--- src/rtl/oflow_core_read_sequencer_if.sv ---
// oflow_core_read_sequencer_if
//
// Groups the frame-control, buffer-read handshake and line-request signals
// that connect the read sequencer to the rest of the oflow core.
//
// Signals:
//   start_frame      1-cycle frame start request (into sequencer)
//   abort            synchronous frame abort (into sequencer)
//   num_of_sets      number of sets in the frame (into sequencer)
//   remain_bboxes    bboxes in the last set (into sequencer)
//   done_read        buffer-read FSM finished the set read (into sequencer)
//   done_score_calc  score calculation for the set finished (into sequencer)
//   line_req         per-PE new-line request levels (into sequencer)
//   start_read       kick to the buffer-read FSM (from sequencer)
//   read_new_line    single-cycle line-advance pulse (from sequencer)
//   line_count       line pulses issued in the current set (from sequencer)
//   cur_set          index of the set in progress (from sequencer)
//   busy             sequencer is not idle (from sequencer)
//   frame_done       frame finished (from sequencer)
//   err_start_busy   start_frame arrived while busy (from sequencer)
//
// Modports: master drives the requests, slave is the sequencer itself.

interface oflow_core_read_sequencer_if #(
    parameter int PE_NUM     = 24,
    parameter int SET_LEN    = 4,
    parameter int REMAIN_LEN = 5,
    parameter int LINE_LEN   = 8
);

    logic                  start_frame;
    logic                  abort;
    logic [SET_LEN-1:0]    num_of_sets;
    logic [REMAIN_LEN-1:0] remain_bboxes;
    logic                  done_read;
    logic                  done_score_calc;
    logic [PE_NUM-1:0]     line_req;

    logic                  start_read;
    logic                  read_new_line;
    logic [LINE_LEN-1:0]   line_count;
    logic [SET_LEN-1:0]    cur_set;
    logic                  busy;
    logic                  frame_done;
    logic                  err_start_busy;

    modport master (
        output start_frame, abort, num_of_sets, remain_bboxes,
               done_read, done_score_calc, line_req,
        input  start_read, read_new_line, line_count, cur_set,
               busy, frame_done, err_start_busy
    );

    modport slave (
        input  start_frame, abort, num_of_sets, remain_bboxes,
               done_read, done_score_calc, line_req,
        output start_read, read_new_line, line_count, cur_set,
               busy, frame_done, err_start_busy
    );

endinterface

--- src/rtl/oflow_core_read_sequencer.sv ---
// oflow_core_read_sequencer
//
// Read-control FSM for the oflow core. For each frame it walks through the
// configured number of sets; for every set it kicks the buffer-read FSM,
// waits for the read to finish, emits one line-advance pulse each time all
// active PEs ask for a new line, and waits for score completion before
// moving on. The last set may be partial, so only the low remain_bboxes PEs
// are considered there.
//
// Ports:
//   clk      clock
//   reset_N  asynchronous active-low reset
//   bus      slave side of oflow_core_read_sequencer_if (all handshakes)

module oflow_core_read_sequencer #(
    parameter int PE_NUM     = 24,
    parameter int SET_LEN    = 4,
    parameter int REMAIN_LEN = 5,
    parameter int LINE_LEN   = 8
) (
    input  logic                           clk,
    input  logic                           reset_N,
    oflow_core_read_sequencer_if.slave     bus
);

    typedef enum logic [2:0] {
        IDLE,
        ISSUE,
        READ,
        WAIT_SCORE,
        DONE
    } state_t;

    state_t                state_q;
    logic [SET_LEN-1:0]    sets_q;
    logic [REMAIN_LEN-1:0] remain_q;
    logic [SET_LEN-1:0]    cur_set_q;
    logic [LINE_LEN-1:0]   line_count_q;
    logic [LINE_LEN-1:0]   line_count_d;
    logic                  score_flag_q;
    logic                  match_prev_q;
    logic                  read_new_line_q;
    logic                  err_start_busy_q;

    logic                  last_set;
    logic [REMAIN_LEN-1:0] active_cnt;
    logic [PE_NUM-1:0]     mask;
    logic                  match;
    logic                  line_pulse;

    // The last set is the one whose index equals the latched count minus one.
    assign last_set = (cur_set_q == (sets_q - SET_LEN'(1)));

    // A remaining count of zero, or one larger than the PE array, means the
    // whole array is active on the last set.
    always_comb begin
        active_cnt = remain_q;
        if ((remain_q == '0) || (remain_q > REMAIN_LEN'(PE_NUM))) begin
            active_cnt = REMAIN_LEN'(PE_NUM);
        end
    end

    // On the last set only the low active_cnt PEs take part; all other sets
    // use every PE.
    always_comb begin
        mask = '1;
        for (int i = 0; i < PE_NUM; i++) begin
            mask[i] = !last_set || (i < int'(active_cnt));
        end
    end

    // Requests outside the mask are ignored; the match is only meaningful
    // while a set is being read. Rising-edge qualification turns a held
    // request into a single line pulse.
    assign match        = (state_q == READ) && ((bus.line_req & mask) == mask);
    assign line_pulse   = match && !match_prev_q;
    assign line_count_d = (line_count_q == '1) ? line_count_q
                                               : line_count_q + LINE_LEN'(1);

    // Single sequencing process: state, latched configuration, set and line
    // counters, the sticky early-score flag and the registered pulses.
    // Abort overrides every state transition, and start_frame outside IDLE
    // only raises the error pulse.
    always_ff @(posedge clk or negedge reset_N) begin
        if (!reset_N) begin
            state_q          <= IDLE;
            sets_q           <= '0;
            remain_q         <= '0;
            cur_set_q        <= '0;
            line_count_q     <= '0;
            score_flag_q     <= 1'b0;
            match_prev_q     <= 1'b0;
            read_new_line_q  <= 1'b0;
            err_start_busy_q <= 1'b0;
        end else begin
            read_new_line_q  <= 1'b0;
            match_prev_q     <= 1'b0;
            err_start_busy_q <= bus.start_frame && (state_q != IDLE);

            if (bus.abort) begin
                state_q      <= IDLE;
                cur_set_q    <= '0;
                line_count_q <= '0;
                score_flag_q <= 1'b0;
            end else begin
                case (state_q)
                    IDLE: begin
                        if (bus.start_frame) begin
                            sets_q    <= bus.num_of_sets;
                            remain_q  <= bus.remain_bboxes;
                            cur_set_q <= '0;
                            state_q   <= (bus.num_of_sets == '0) ? DONE : ISSUE;
                        end
                    end

                    ISSUE: begin
                        line_count_q <= '0;
                        score_flag_q <= 1'b0;
                        state_q      <= READ;
                    end

                    READ: begin
                        match_prev_q    <= match;
                        read_new_line_q <= line_pulse;
                        if (line_pulse) begin
                            line_count_q <= line_count_d;
                        end
                        // Scores may finish before the read does; remember it
                        // so WAIT_SCORE can leave immediately.
                        if (bus.done_score_calc) begin
                            score_flag_q <= 1'b1;
                        end
                        if (bus.done_read) begin
                            state_q <= WAIT_SCORE;
                        end
                    end

                    WAIT_SCORE: begin
                        if (bus.done_score_calc || score_flag_q) begin
                            if (last_set) begin
                                state_q <= DONE;
                            end else begin
                                cur_set_q <= cur_set_q + SET_LEN'(1);
                                state_q   <= ISSUE;
                            end
                        end
                    end

                    DONE: begin
                        state_q <= IDLE;
                    end

                    default: begin
                        state_q <= IDLE;
                    end
                endcase
            end
        end
    end

    assign bus.start_read     = (state_q == ISSUE);
    assign bus.busy           = (state_q != IDLE);
    assign bus.frame_done     = (state_q == DONE);
    assign bus.read_new_line  = read_new_line_q;
    assign bus.line_count     = line_count_q;
    assign bus.cur_set        = cur_set_q;
    assign bus.err_start_busy = err_start_busy_q;

endmodule

--- src/flat_wrapper.sv ---
// flat-port wrapper written by rule: the top's interface ports become plain ports
module oflow_core_read_sequencer_flat 
#(
    parameter int PE_NUM     = 24,
    parameter int SET_LEN    = 4,
    parameter int REMAIN_LEN = 5,
    parameter int LINE_LEN   = 8
)
  (clk, reset_N, bus_start_frame, bus_abort, bus_num_of_sets, bus_remain_bboxes, bus_done_read, bus_done_score_calc, bus_line_req, bus_start_read, bus_read_new_line, bus_line_count, bus_cur_set, bus_busy, bus_frame_done, bus_err_start_busy);
  oflow_core_read_sequencer_if #(.PE_NUM(PE_NUM), .SET_LEN(SET_LEN), .REMAIN_LEN(REMAIN_LEN), .LINE_LEN(LINE_LEN)) bus_i ();
  input  logic clk;
  input  logic reset_N;
  input wire logic [$bits(bus_i.start_frame)-1:0] bus_start_frame;
  input wire logic [$bits(bus_i.abort)-1:0] bus_abort;
  input wire logic [$bits(bus_i.num_of_sets)-1:0] bus_num_of_sets;
  input wire logic [$bits(bus_i.remain_bboxes)-1:0] bus_remain_bboxes;
  input wire logic [$bits(bus_i.done_read)-1:0] bus_done_read;
  input wire logic [$bits(bus_i.done_score_calc)-1:0] bus_done_score_calc;
  input wire logic [$bits(bus_i.line_req)-1:0] bus_line_req;
  output wire logic [$bits(bus_i.start_read)-1:0] bus_start_read;
  output wire logic [$bits(bus_i.read_new_line)-1:0] bus_read_new_line;
  output wire logic [$bits(bus_i.line_count)-1:0] bus_line_count;
  output wire logic [$bits(bus_i.cur_set)-1:0] bus_cur_set;
  output wire logic [$bits(bus_i.busy)-1:0] bus_busy;
  output wire logic [$bits(bus_i.frame_done)-1:0] bus_frame_done;
  output wire logic [$bits(bus_i.err_start_busy)-1:0] bus_err_start_busy;
  assign bus_i.start_frame = bus_start_frame;
  assign bus_i.abort = bus_abort;
  assign bus_i.num_of_sets = bus_num_of_sets;
  assign bus_i.remain_bboxes = bus_remain_bboxes;
  assign bus_i.done_read = bus_done_read;
  assign bus_i.done_score_calc = bus_done_score_calc;
  assign bus_i.line_req = bus_line_req;
  assign bus_start_read = bus_i.start_read;
  assign bus_read_new_line = bus_i.read_new_line;
  assign bus_line_count = bus_i.line_count;
  assign bus_cur_set = bus_i.cur_set;
  assign bus_busy = bus_i.busy;
  assign bus_frame_done = bus_i.frame_done;
  assign bus_err_start_busy = bus_i.err_start_busy;
  oflow_core_read_sequencer #(.PE_NUM(PE_NUM), .SET_LEN(SET_LEN), .REMAIN_LEN(REMAIN_LEN), .LINE_LEN(LINE_LEN)) u_core (.clk(clk), .reset_N(reset_N), .bus(bus_i));
endmodule
--- config.mk ---
export PLATFORM = sky130hd
export DESIGN_NAME = oflow_core_read_sequencer_flat
export DESIGN_NICKNAME = d
export VERILOG_FILES = /design/src/rtl/oflow_core_read_sequencer_if.sv /design/src/rtl/oflow_core_read_sequencer.sv /design/src/flat_wrapper.sv
export SDC_FILE = /design/constraint.sdc
export NUM_CORES = 1
export LEC_CHECK = 0
export ABC_AREA = 1
export CORE_ASPECT_RATIO = 0.9
export CORE_MARGIN = 4
export CORE_UTILIZATION = 30
export DETAILED_ROUTE_END_ITERATION = 10
export GPL_ROUTABILITY_DRIVEN = 0
export SLEW_MARGIN = 15
export SYNTH_ARGS = -nofsm -noshare
export SYNTH_HDL_FRONTEND = slang
export SYNTH_SLANG_ARGS = --single-unit
--- constraint.sdc ---
create_clock -name clk -period 4.4 [get_ports clk]
set_input_delay 0.88 -clock clk [delete_from_list [all_inputs] [get_ports clk]]
set_output_delay 0.88 -clock clk [all_outputs]
set_load 0.05 [all_outputs]
==> results of run 1 <==
cell type report:
cell class              count  area, um2
clock buffers               4       55.1
well taps                  90        113
inverters                  53        199
fillers                   704       3900
repair buffers             56        558
multi-input cells         241       1200
flip-flops and latches     28        701
flip-flops by register name, indices dropped and copies added, names as in the netlist:
signal                     cells
u_core.state_q                 3
u_core.remain_q                5
u_core.bus.read_new_line       1
u_core.score_flag_q            1
u_core.sets_q                  4
u_core.bus.err_start_busy      1
u_core.bus.cur_set             4
u_core.bus.line_count          8
u_core.match_prev_q            1
worst max-delay path, delay by kind of cell, from the launching register on:
| kind | cells | cell delay, ns |
|---|---|---|
| AND/OR/NAND/NOR | 2 | 0.33 |
| flip-flops | 1 | 0.42 |
| buffers and inverters | 3 | 0.92 |
cells in the mapped netlist, drive strengths merged:
cell type	number
nand2	85
buf	3
o21bai	3
nor3b	1
xnor2	1
o211a	1
ha	3
inv	53
o21ai	13
a211oi	1
a21oi	19
nand3b	2
o211ai	2
nand4	9
clkbuf	2
nor3	12
a221oi	1
dfrtp	28
xor2	2
or2	2
nor2	42
and3	2
nand3	39
nor4	1
routing by layer:
layer | GRT usage [%] | up-vias
met5 | 0 | -
met4 | 3.19 | 0
met3 | 3.03 | 6
met2 | 23.2 | 59
met1 | 20.0 | 982
li1 | - | 1172
per-stage QoR:
step / std cells / util (%) / hold slack [ns]
after floorplan: 327 / - / 0.407
after global placement: 468 / 41.1 / 0.460
after detailed placement: 468 / 41.1 / 0.465
after CTS: 472 / 42.0 / 0.479
after global routing: 472 / 42.0 / 0.500
final: 472 / 42.0 / 0.468
how the worst max path moves through the flow:
stage	start	cells past startpoint	end
after floorplan	u_core.state_q[2]$_DFFE_PN0P_	9	u_core.bus.line_count[0]$_DFFE_PN0P_
after global placement	bus_abort	9	u_core.bus.line_count[6]$_DFFE_PN0P_
after detailed placement	bus_abort	9	u_core.bus.line_count[3]$_DFFE_PN0P_
after CTS	u_core.state_q[0]$_DFFE_PN0P_	5	bus_busy
after global routing	u_core.state_q[0]$_DFFE_PN0P_	5	bus_busy
final	u_core.state_q[0]$_DFFE_PN0P_	5	bus_busy
cells by family after synthesis:
group                      Yosys count  synth area share (%)
and+or+nand+nor                    195                  42.7
xor gates and xnor gates             3                  1.23
adders and majority gates            3                  1.76
DFF                                 28                  32.9
AOI/OAI and AO/OA                   40                  10.5
buffers and inverters               58                  10.8
power breakdown:
| group | internal [uW] | leakage [uW] | total, uW | switching [uW] |
|---|---|---|---|---|
| clock | 80.1 | 0.0000288 | 160 | 79.8 |
| combinational | 231 | 0.000949 | 722 | 491 |
| sequential | 318 | 0.000358 | 390 | 71.6 |
| total | 629 | 0.00134 | 1270 | 642 |
==> flow_metrics.tcl, run 1 <==
set metrics [dict create \
    status "completed" \
    portBuffers 55 \
    worst_slack_ns 1.58 \
    top_layer_used "met4" \
    relSlewSlack_pct 56.7 \
    critPathLaunchType "flip-flop" \
    slew_violations 0 \
    pwr_density_cell_nw_per_um2 451 \
    wire_per_inst_um 12.7 \
    dieWidth_um 96.8 \
    die-area_um2 8510 \
    fin_skew_ns 0.00523 \
    crit_arrival_ns 1.94 \
    io_pins 56 \
    finalSetupTns_ns 0 \
    cts.hold.buffers_added 0 \
    stdcell_area_um2 2820 \
    antenna_found_initial 0 \
    cts_setup_buffers 0 \
    numCtsBuffers 3 \
    fmax_mhz 354 \
    grt_pass1_vias 2128 \
    syn-num-nets 369 \
    yosys-top-cells-area "dfrtp_1, nand2_1, nand3_1, inv_1, nor2_1" \
    dr.pass1.iters 6 \
    worst_pin_slew_ns 0.648 \
    grt_max_degree 29 \
    wl_met3_um 317 \
    place_area_um2 2770 \
    ys_seq_area_share_pct 32.9 \
    critical_path_required_ns 3.52 \
    wirelength_um 5980 \
    nNetsFinal 425 \
    first_iter_violations 71 \
    htree_levels 1 \
    syn_area_per_cell_um2 6.51 \
    die_y_um 87.9 \
    worstHoldStart "u_core.match_prev_q$_DFF_PN0_" \
    post-dp-hpwl_um 4750 \
    via_count 2219 \
    clock_latency_ns 0.27 \
    hold_viol 0 \
    core-area_um2 6730 \
    clock_tree.buffer_depth 2 \
    gr-total-overflow 0 \
    areaGrowthSynthToFinish_pct 32.6 \
    synthCells 327 \
    r2r-end "u_core.bus.read_new_line$_DFF_PN0_" \
    setup_violations 0 \
    drcViolationCount 0 \
    cts.sinks 28 \
    synth_cell_type_count 35 \
    drive_gt1_share_pct 7.59 \
    grt_pass1_wl_um 10100 \
    period_share_pct 64.1 \
    cts_tree "done" \
    synth_top_area_share_pct 32.9 \
    peakVddDrop_uv 260 \
    p_leak_uw 0.00134 \
    layout_min_cycle_time_ns 2.82 \
    reg2reg_from "u_core.sets_q[0]$_DFFE_PN0P_" \
    yosys.area.top_type "dfrtp_1" \
    pre_cts_ws_ns 1.48 \
    drv_cap 0 \
    initial_core_util_pct 31.6 \
    cts_resized 0 \
    hp-class "flip-flop to flip-flop" \
    grt_use_total_pct 14.4 \
    vias_per_cell 4.70 \
    path_cells "nor2_1 -> inv_1 -> nor2_1 -> inv_1 -> clkdlybuf4s50_1" \
    hold_end "u_core.bus.read_new_line$_DFF_PN0_" \
    total_power_uw 1270 \
    reg2reg_slack_ns 1.82 \
    synth-seq-cells 28 \
    worst-r2r-cell-count 13 \
    wl_met2_um 2610 \
    yosys_warnings 0 \
    end_kind "output port" \
    root_buffer "clkbuf_8" \
    antenna_left 0 \
    hold_depth 1 \
    row_count 28 \
    rsz0062_at_grt "no" \
    slowest_delay_ns 0.72 \
    cp_max_fo 4 \
    most-common-layout-cells "nand2_1, clkdlybuf4s50_1, inv_1, nor2_1, nand3_1" \
    clk_pin_slew_ns 0.09 \
    path_class "flip-flop to output port" \
    slowest_stage "clkdlybuf4s50_1" \
    synth_area_um2 2130 \
    diodes 0 \
    wl_met1_um 3000 \
    final_common_cell "nand2_1" \
]
Power figures use the tool's default switching activity.
==> run 2: changes to the inputs <==
==> constraint.sdc (replaced) <==
create_clock -name clk -period 2.86 [get_ports clk]
set_input_delay 0.572 -clock clk [delete_from_list [all_inputs] [get_ports clk]]
set_output_delay 0.572 -clock clk [all_outputs]
set_load 0.05 [all_outputs]
==> run 2 against run 1 <==
Compared with the run above:
- setup slack lost 1.2 ns
- largest cell class unchanged
- first-iteration DRC count grew 27%
- core utilization grew 0.13 points
- largest power group unchanged
==> flow_metrics.tcl, run 2 (same netlist as run 1, synthesis figures left out) <==
set metrics [dict create \
    most-common-layout-cells "nand2_1, clkdlybuf4s50_1, inv_1, nor2_1, nand3_1" \
    worst_pin_slew_ns 0.528 \
    root_buffer "clkbuf_8" \
    cts.hold.buffers_added 0 \
    first_iter_violations 90 \
    nNetsFinal 428 \
    crit_arrival_ns 1.89 \
    post-dp-hpwl_um 4640 \
    cts_setup_buffers 0 \
    grt_pass1_wl_um 10100 \
    diodes 0 \
    fmax_mhz 407 \
    areaGrowthSynthToFinish_pct 33.0 \
    grt_pass1_vias 2149 \
    path_class "flip-flop to output port" \
    core-area_um2 6730 \
    period_share_pct 85.9 \
    clock_tree.buffer_depth 2 \
    drv_cap 0 \
    hold_depth 1 \
    drcViolationCount 0 \
    layout_min_cycle_time_ns 2.46 \
    dr.pass1.iters 4 \
    slew_violations 0 \
    vias_per_cell 4.76 \
    hold_ws_ns 0.457 \
    via_count 2258 \
    wl_met2_um 2560 \
    worstHoldStart "u_core.match_prev_q$_DFF_PN0_" \
    clock_latency_ns 0.27 \
    final_common_cell "nand2_1" \
    cp_max_fo 4 \
    wire_per_inst_um 12.2 \
    portBuffers 55 \
    io_pins 56 \
    grt_max_degree 29 \
    finalSetupTns_ns 0 \
    dieWidth_um 96.8 \
    htree_levels 1 \
    numCtsBuffers 3 \
    setup_violations 0 \
    drive_gt1_share_pct 8.07 \
    clk_pin_slew_ns 0.09 \
    hold_viol 0 \
    wirelength_um 5780 \
    largest_register_ffs 8 \
    peakVddDrop_uv 394 \
    row_count 28 \
    cts_resized 0 \
    end_kind "output port" \
    initial_core_util_pct 31.6 \
    reg2reg_from "u_core.sets_q[0]$_DFFE_PN0P_" \
    rsz0062_at_grt "no" \
    fin_skew_ns 0.00280 \
    wl_met1_um 2950 \
    reg2reg_slack_ns 0.53 \
    pwr_density_cell_nw_per_um2 681 \
    cts.sinks 28 \
    critical_path_required_ns 2.29 \
    top_layer_used "met4" \
    antenna_left 0 \
    wl_met3_um 228 \
    p_leak_uw 0.00134 \
    worst-r2r-cell-count 15 \
    die-area_um2 8510 \
    relSlewSlack_pct 64.8 \
    grt_use_total_pct 14.4 \
    die_y_um 87.9 \
    worst_slack_ns 0.402 \
    fin_util_pct 42.1 \
    cts_tree "done" \
    pre_cts_ws_ns 0.436 \
    hold_end "u_core.bus.read_new_line$_DFF_PN0_" \
    r2r-end "u_core.bus.line_count[2]$_DFFE_PN0P_" \
    antenna_found_initial 0 \
    hp-class "flip-flop to flip-flop" \
    gr-total-overflow 0 \
    critPathLaunchType "flip-flop" \
    status "completed" \
]
[run 2: report_power, final]
group / total [uW] / internal, uW / switching, uW / leakage, uW
Clock: 217 / 94.6 / 122 / 0.0000216
Combinational: 1110 / 369 / 746 / 0.000964
Sequential: 597 / 490 / 107 / 0.000358
Total: 1930 / 953 / 975 / 0.00134
[run 2: final cells by class]
cell class                 count  area, um2
clock buffer                   3       41.3
sequential                    28        701
timing repair buffer          59        581
tap                           90        113
fill                         710       3890
multi-input combinational    241       1200
inverter                      53        199
[run 2: worst max-delay path by stage]
stage | startpoint | endpoint | slack, ns | cells after the start
5_1_grt | u_core.sets_q[0]$_DFFE_PN0P_ | u_core.bus.cur_set[3]$_DFFE_PN0P_ | 0.24 | 11
4_1_cts | u_core.state_q[0]$_DFFE_PN0P_ | bus_busy | 0.41 | 5
3_3_place_gp | bus_abort | u_core.bus.line_count[5]$_DFFE_PN0P_ | 0.52 | 9
2_1_floorplan | u_core.state_q[2]$_DFFE_PN0P_ | u_core.bus.line_count[0]$_DFFE_PN0P_ | 0.52 | 9
6_report | u_core.state_q[0]$_DFFE_PN0P_ | bus_busy | 0.40 | 5
3_5_place_dp | bus_abort | u_core.bus.line_count[2]$_DFFE_PN0P_ | 0.44 | 9
[run 2: routing by layer]
metal / global-route usage [%] / vias to the layer above
li1: - / 1171
met1: 20.7 / 1018
met2: 22.9 / 63
met3: 2.23 / 6
met4: 3.44 / 0
met5: 0 / -
[run 2: critical path, stage by stage (launching register included)]
cell and delay, ns:
dfrtp_1 0.41, nor2_1 0.14, inv_1 0.07, nor2_1 0.16, inv_1 0.12, clkdlybuf4s50_1 0.72
[run 2: stage by stage]
stage | instances | total power [uW] | instance area, um2
2_1_floorplan | 327 | 1430 | 2130
3_3_place_gp | 471 | 1710 | 2790
3_5_place_dp | 471 | 1720 | 2790
4_1_cts | 474 | 1940 | 2830
5_1_grt | 474 | 2120 | 2830
6_report | 474 | 1930 | 2830
